[src/rtl/rsa_job_sequencer.sv]
// Byte-stream front end for an RSA modexp core: loads n, e, then data blocks
// MSB-first, starts the core, and streams the truncated result back out.
module rsa_job_sequencer #(
    parameter int KEY_BYTES = 32,
    parameter int OUT_BYTES = 31
) (
    input  logic                   i_clk,
    input  logic                   i_rst_n,
    input  logic [7:0]             i_in_data,
    input  logic                   i_in_valid,
    output logic                   o_in_ready,
    output logic [7:0]             o_out_data,
    output logic                   o_out_valid,
    input  logic                   i_out_ready,
    output logic [8*KEY_BYTES-1:0] o_core_a,
    output logic [8*KEY_BYTES-1:0] o_core_e,
    output logic [8*KEY_BYTES-1:0] o_core_n,
    output logic                   o_core_start,
    input  logic [8*KEY_BYTES-1:0] i_core_result,
    input  logic                   i_core_finished,
    input  logic                   i_rekey,
    output logic                   o_busy,
    output logic [15:0]            o_block_count
);
    localparam int KW    = 8 * KEY_BYTES;
    localparam int OW    = 8 * OUT_BYTES;
    localparam int MAXB  = (KEY_BYTES > OUT_BYTES) ? KEY_BYTES : OUT_BYTES;
    localparam int CNT_W = $clog2(MAXB + 1);
    localparam logic [CNT_W-1:0] KEY_LAST = CNT_W'(KEY_BYTES - 1);
    localparam logic [CNT_W-1:0] OUT_LAST = CNT_W'(OUT_BYTES - 1);

    typedef enum logic [2:0] {
        S_GET_N, S_GET_E, S_GET_DATA, S_START, S_WAIT, S_SEND
    } state_t;

    state_t           state_q, state_d;
    logic [CNT_W-1:0] cnt_q, cnt_d;
    logic [KW-1:0]    n_q, n_d, e_q, e_d, a_q, a_d;
    logic [OW-1:0]    res_q, res_d;
    logic [15:0]      blk_q, blk_d;

    logic in_fire, out_fire, key_last, out_last, rekey_take;

    assign in_fire    = o_in_ready & i_in_valid;
    assign out_fire   = o_out_valid & i_out_ready;
    assign key_last   = (cnt_q == KEY_LAST);
    assign out_last   = (cnt_q == OUT_LAST);
    assign rekey_take = (state_q == S_GET_DATA) & i_rekey;

    // Result bits above the emitted width are intentionally discarded.
    generate
        if (OUT_BYTES < KEY_BYTES) begin : g_drop
            logic unused_hi;
            assign unused_hi = ^i_core_result[KW-1:OW];
        end
    endgenerate

    always_ff @(posedge i_clk or negedge i_rst_n) begin
        if (!i_rst_n) begin
            state_q <= S_GET_N;
        end else begin
            state_q <= state_d;
        end
    end

    always_comb begin
        state_d = state_q;
        case (state_q)
            S_GET_N:    if (in_fire && key_last) state_d = S_GET_E;
            S_GET_E:    if (in_fire && key_last) state_d = S_GET_DATA;
            S_GET_DATA: begin
                if (i_rekey)                     state_d = S_GET_N;
                else if (in_fire && key_last)    state_d = S_START;
            end
            S_START:    state_d = S_WAIT;
            S_WAIT:     if (i_core_finished) state_d = S_SEND;
            S_SEND:     if (out_fire && out_last) state_d = S_GET_DATA;
            default:    state_d = S_GET_N;
        endcase
    end

    // Ready is gated by reset so nothing is accepted while reset is held.
    always_comb begin
        o_in_ready   = 1'b0;
        o_out_valid  = 1'b0;
        o_core_start = 1'b0;
        o_busy       = 1'b0;
        case (state_q)
            S_GET_N, S_GET_E: o_in_ready = i_rst_n;
            S_GET_DATA:       o_in_ready = i_rst_n & ~i_rekey;
            S_START: begin
                o_core_start = 1'b1;
                o_busy       = 1'b1;
            end
            S_WAIT:           o_busy = 1'b1;
            S_SEND: begin
                o_out_valid = 1'b1;
                o_busy      = 1'b1;
            end
            default: ;
        endcase
        o_out_data = o_out_valid ? res_q[OW-1 -: 8] : 8'h00;
    end

    always_comb begin
        cnt_d = cnt_q;
        n_d   = n_q;
        e_d   = e_q;
        a_d   = a_q;
        res_d = res_q;
        blk_d = blk_q;
        if (rekey_take) begin
            cnt_d = '0;
        end else if (in_fire) begin
            cnt_d = key_last ? '0 : cnt_q + CNT_W'(1);
            case (state_q)
                S_GET_N:    n_d = {n_q[KW-9:0], i_in_data};
                S_GET_E:    e_d = {e_q[KW-9:0], i_in_data};
                S_GET_DATA: a_d = {a_q[KW-9:0], i_in_data};
                default: ;
            endcase
        end else if (out_fire) begin
            cnt_d = out_last ? '0 : cnt_q + CNT_W'(1);
            res_d = {res_q[OW-9:0], 8'h00};
            if (out_last) blk_d = blk_q + 16'd1;
        end
        if (state_q == S_WAIT && i_core_finished) begin
            res_d = i_core_result[OW-1:0];
        end
    end

    always_ff @(posedge i_clk or negedge i_rst_n) begin
        if (!i_rst_n) begin
            cnt_q <= '0;
            n_q   <= '0;
            e_q   <= '0;
            a_q   <= '0;
            res_q <= '0;
            blk_q <= '0;
        end else begin
            cnt_q <= cnt_d;
            n_q   <= n_d;
            e_q   <= e_d;
            a_q   <= a_d;
            res_q <= res_d;
            blk_q <= blk_d;
        end
    end

    assign o_core_a      = a_q;
    assign o_core_e      = e_q;
    assign o_core_n      = n_q;
    assign o_block_count = blk_q;

endmodule
[config.mk]
export PLATFORM = sky130hd
export DESIGN_NAME = rsa_job_sequencer
export DESIGN_NICKNAME = d
export VERILOG_FILES = /design/src/rtl/rsa_job_sequencer.sv
export SDC_FILE = /design/constraint.sdc
export NUM_CORES = 1
export LEC_CHECK = 0
export BUFFER_PORTS_ARGS = -buffer_cell sky130_fd_sc_hd__buf_4
export CORE_AREA = 2 2 417 419
export CTS_BUF_LIST = sky130_fd_sc_hd__clkbuf_16
export DETAILED_ROUTE_END_ITERATION = 10
export DIE_AREA = 0 0 419 421
export PLACE_DENSITY_LB_ADDON = 0.3
export REMOVE_ABC_BUFFERS = 1
export SLEW_MARGIN = 5
export SYNTH_ARGS = -nofsm -noshare
export SYNTH_HDL_FRONTEND = slang
export SYNTH_SLANG_ARGS = --single-unit
[constraint.sdc]
create_clock -name i_clk -period 3.05 [get_ports i_clk]
set_input_delay 0.305 -clock i_clk [delete_from_list [all_inputs] [get_ports i_clk]]
set_output_delay 0.305 -clock i_clk [all_outputs]
set_load 0.005 [all_outputs]
==> results.sh <==
export IMPL_status="complete, no violations"
export IMPL_ios=1066
export IMPL_avgRoutedWirePerCell_um=20.2
export IMPL_vias=27600
export IMPL_fin_area_um2=58000
export IMPL_dp_slack_ps=724
export IMPL_setup_viol=0
export IMPL_finalWirelength_mm=133
export IMPL_die_h_um=421
export IMPL_port_buffers=1057
export IMPL_vdd_ir_drop_worst_v=0.000498
export IMPL_drive_above_1_share=0.451
export IMPL_hold_violations=0
export IMPL_drc=0
export IMPL_vias_per_cell=4.20
export IMPL_fin_crit_sh=0.901
export IMPL_finalClockSkew_ps=29.3
export IMPL_grt_pass1_vias=28700
export IMPL_cp_max_fo=47
export IMPL_final_common_cell="buf_4"
export IMPL_die_w_um=419
export IMPL_cts_sinks=1041
export IMPL_hold_buffers=262
export IMPL_cts_max_path_buffers=3
export IMPL_worstPathArrival_ps=3370
export IMPL_synth_area_um2=41000
export IMPL_gp_congestion=0.851
export IMPL_synth_edf_count=0
export IMPL_max_freq_mhz=364
export IMPL_antenna_found_initial=3
export IMPL_clkLatencyLatePin_ps=750
export IMPL_final_cell_mix="buf_4 (1085), dfrtp_1 (1041), mux2_2 (635)"
export IMPL_slew_violations=0
export IMPL_cts_setup_buffers=0
export IMPL_rsz0062_at_grt="no"
export IMPL_seq_area_frac_synth=0.635
export IMPL_cts_root_buf="clkbuf_16"
export IMPL_ys_seq_elements=1041
export IMPL_nFillCells=17200
export IMPL_grt_pass1_wl_mm=195
export IMPL_grtUsageTotal=0.147
export IMPL_clk_pin_slew_ps=60
export IMPL_yosysWarnings=0
export IMPL_drtIter0Drc=1393
export IMPL_setup_ws_ps=302
export IMPL_grt_max_degree=147
export IMPL_crit_required_ps=3670
export IMPL_initial_core_util=0.238
export IMPL_htree_levels=3
export IMPL_cts_resized=0
export IMPL_dr_pass1_iters=4
export IMPL_cts_tree="yes"
export IMPL_power_density_nw_per_um2=569
export IMPL_leakage_nw=28.3
export IMPL_slew_headroom=0.401
export IMPL_ys_flop_type="dfrtp_1"
export IMPL_cp_end_kind="flop"
export IMPL_min_period_ps=2750
export IMPL_core_area_um2=172000
export IMPL_tns_ps=0
export IMPL_path_class="flop to flop"
export IMPL_hp_class="primary input to flop"
export IMPL_cp_start_kind="flop"
export IMPL_ys_types=51
export IMPL_cap_violations=0
export IMPL_avgSynthCellArea_um2=14.4
export IMPL_worstMarginPinSlew_ps=898
export IMPL_post_dp_cell_area_um2=51800
export IMPL_place_detailed_hpwl_mm=96.5
export IMPL_rows=153
export IMPL_grt_overflow=0
export IMPL_syn_to_final_growth_pct=41.4
export IMPL_netlist_instances=2850
export IMPL_ant_nets=0
export IMPL_async_reset_ff_frac=1.00
export IMPL_cts_made_buffers=116
export IMPL_die_area_um2=176000
export IMPL_nets=4443
==> layer usage <==
metal  up-vias  wire [µm]  global-route usage
li1      12700          -                   -
met1     14100      51200               0.166
met2       727      68500               0.261
met3       178       9460              0.0454
met4         0       3700              0.0474
met5         -          0                   0
==> power by group <==
group | switching (mW) | total, mW | internal (mW)
registers | 0.832 | 15.6 | 14.8
logic | 1.81 | 3.96 | 2.15
clock network | 5.96 | 13.4 | 7.48
total | 8.60 | 33.0 | 24.4
==> final cells by class <==
cell class | count | area [µm²] | area share
Antenna cell | 4 | 10.0 | 0.000173
Clock buffer | 116 | 2900 | 0.0500
Clock inverter | 85 | 666 | 0.0115
Inverter | 9 | 33.8 | 0.000582
Multi-Input combinational cell | 1626 | 14100 | 0.243
Sequential cell | 1041 | 26100 | 0.449
Tap cell | 2325 | 2910 | 0.0501
Timing Repair Buffer | 1376 | 11300 | 0.196
==> worst max-delay path, cell delays in order, from the launching register on <==
cell and delay [ps]:
dfrtp_1 710, or3b_1 460, nor2_4 160, buf_12 260
buf_4 310, o21ai_0 140, dlygate4sd3_1 570
==> stage by stage <==
| step | instances | util | power (mW) | hold WS (ps) |
|---|---|---|---|---|
| after floorplan | 2676 | - | 16.8 | 9.41 |
| after global placement | 6115 | 0.300 | 19.7 | 105 |
| after detailed placement | 6115 | 0.300 | 19.7 | 104 |
| after CTS | 6578 | 0.336 | 33.8 | 30.7 |
| after global routing | 6581 | 0.336 | 34.6 | 144 |
| final | 6582 | 0.336 | 33.0 | 150 |
==> flip-flops by register name, summed over array words and instances (netlist names) <==
register	count
o_core_n	256
cnt_q	6
state_q	3
res_q	248
o_core_e	256
o_block_count	16
o_core_a	256
==> synthesized netlist by cell type (7+ instances only) <==
cell         n  area share
o21ai_0    181       0.022
o21ai_1     68      0.0083
and3_1      11      0.0017
mux2i_1    242       0.059
xor2_1       7      0.0015
clkbuf_1    36      0.0033
nand3_1      8     0.00098
dfrtp_1   1041        0.64
buf_4       10      0.0018
mux2_1     135       0.037
nand2_1    263       0.024
buf_2      127       0.015
nor2_1       8     0.00073
xnor2_1      8      0.0017
inv_1        9     0.00082
mux2_2     635        0.17
==> cell families (layout without fill, tap and decap cells) <==
kind of cell             after synthesis  after routing  synth area share
flip-flops                          1041           1041             0.635
multiplexers                        1012           1012             0.270
AND/OR/NAND/NOR                      327            327            0.0344
AO/OA/AOI/OAI                        268            268            0.0337
buffers and inverters                183           1586            0.0217
XOR/XNOR                              16             16           0.00360
adder cells (fa/ha/maj)                3              3          0.000915
other                                  0              4                 0
==> path summary, 6_finish.rpt <==
check,startpoint,slack [ps],endpoint,depth (start not counted)
min,i_in_valid,150,cnt_q[3],5
min reg2reg,o_block_count[15],490,o_block_count[15],1
max reg2reg,state_q[2],300,res_q[1],6
min in group asynchronous,i_rst_n,300,o_block_count[1],3
max in group asynchronous,i_rst_n,1380,o_core_n[234],4
max,state_q[2],300,res_q[1],6
(Power assumes the default switching activity.)
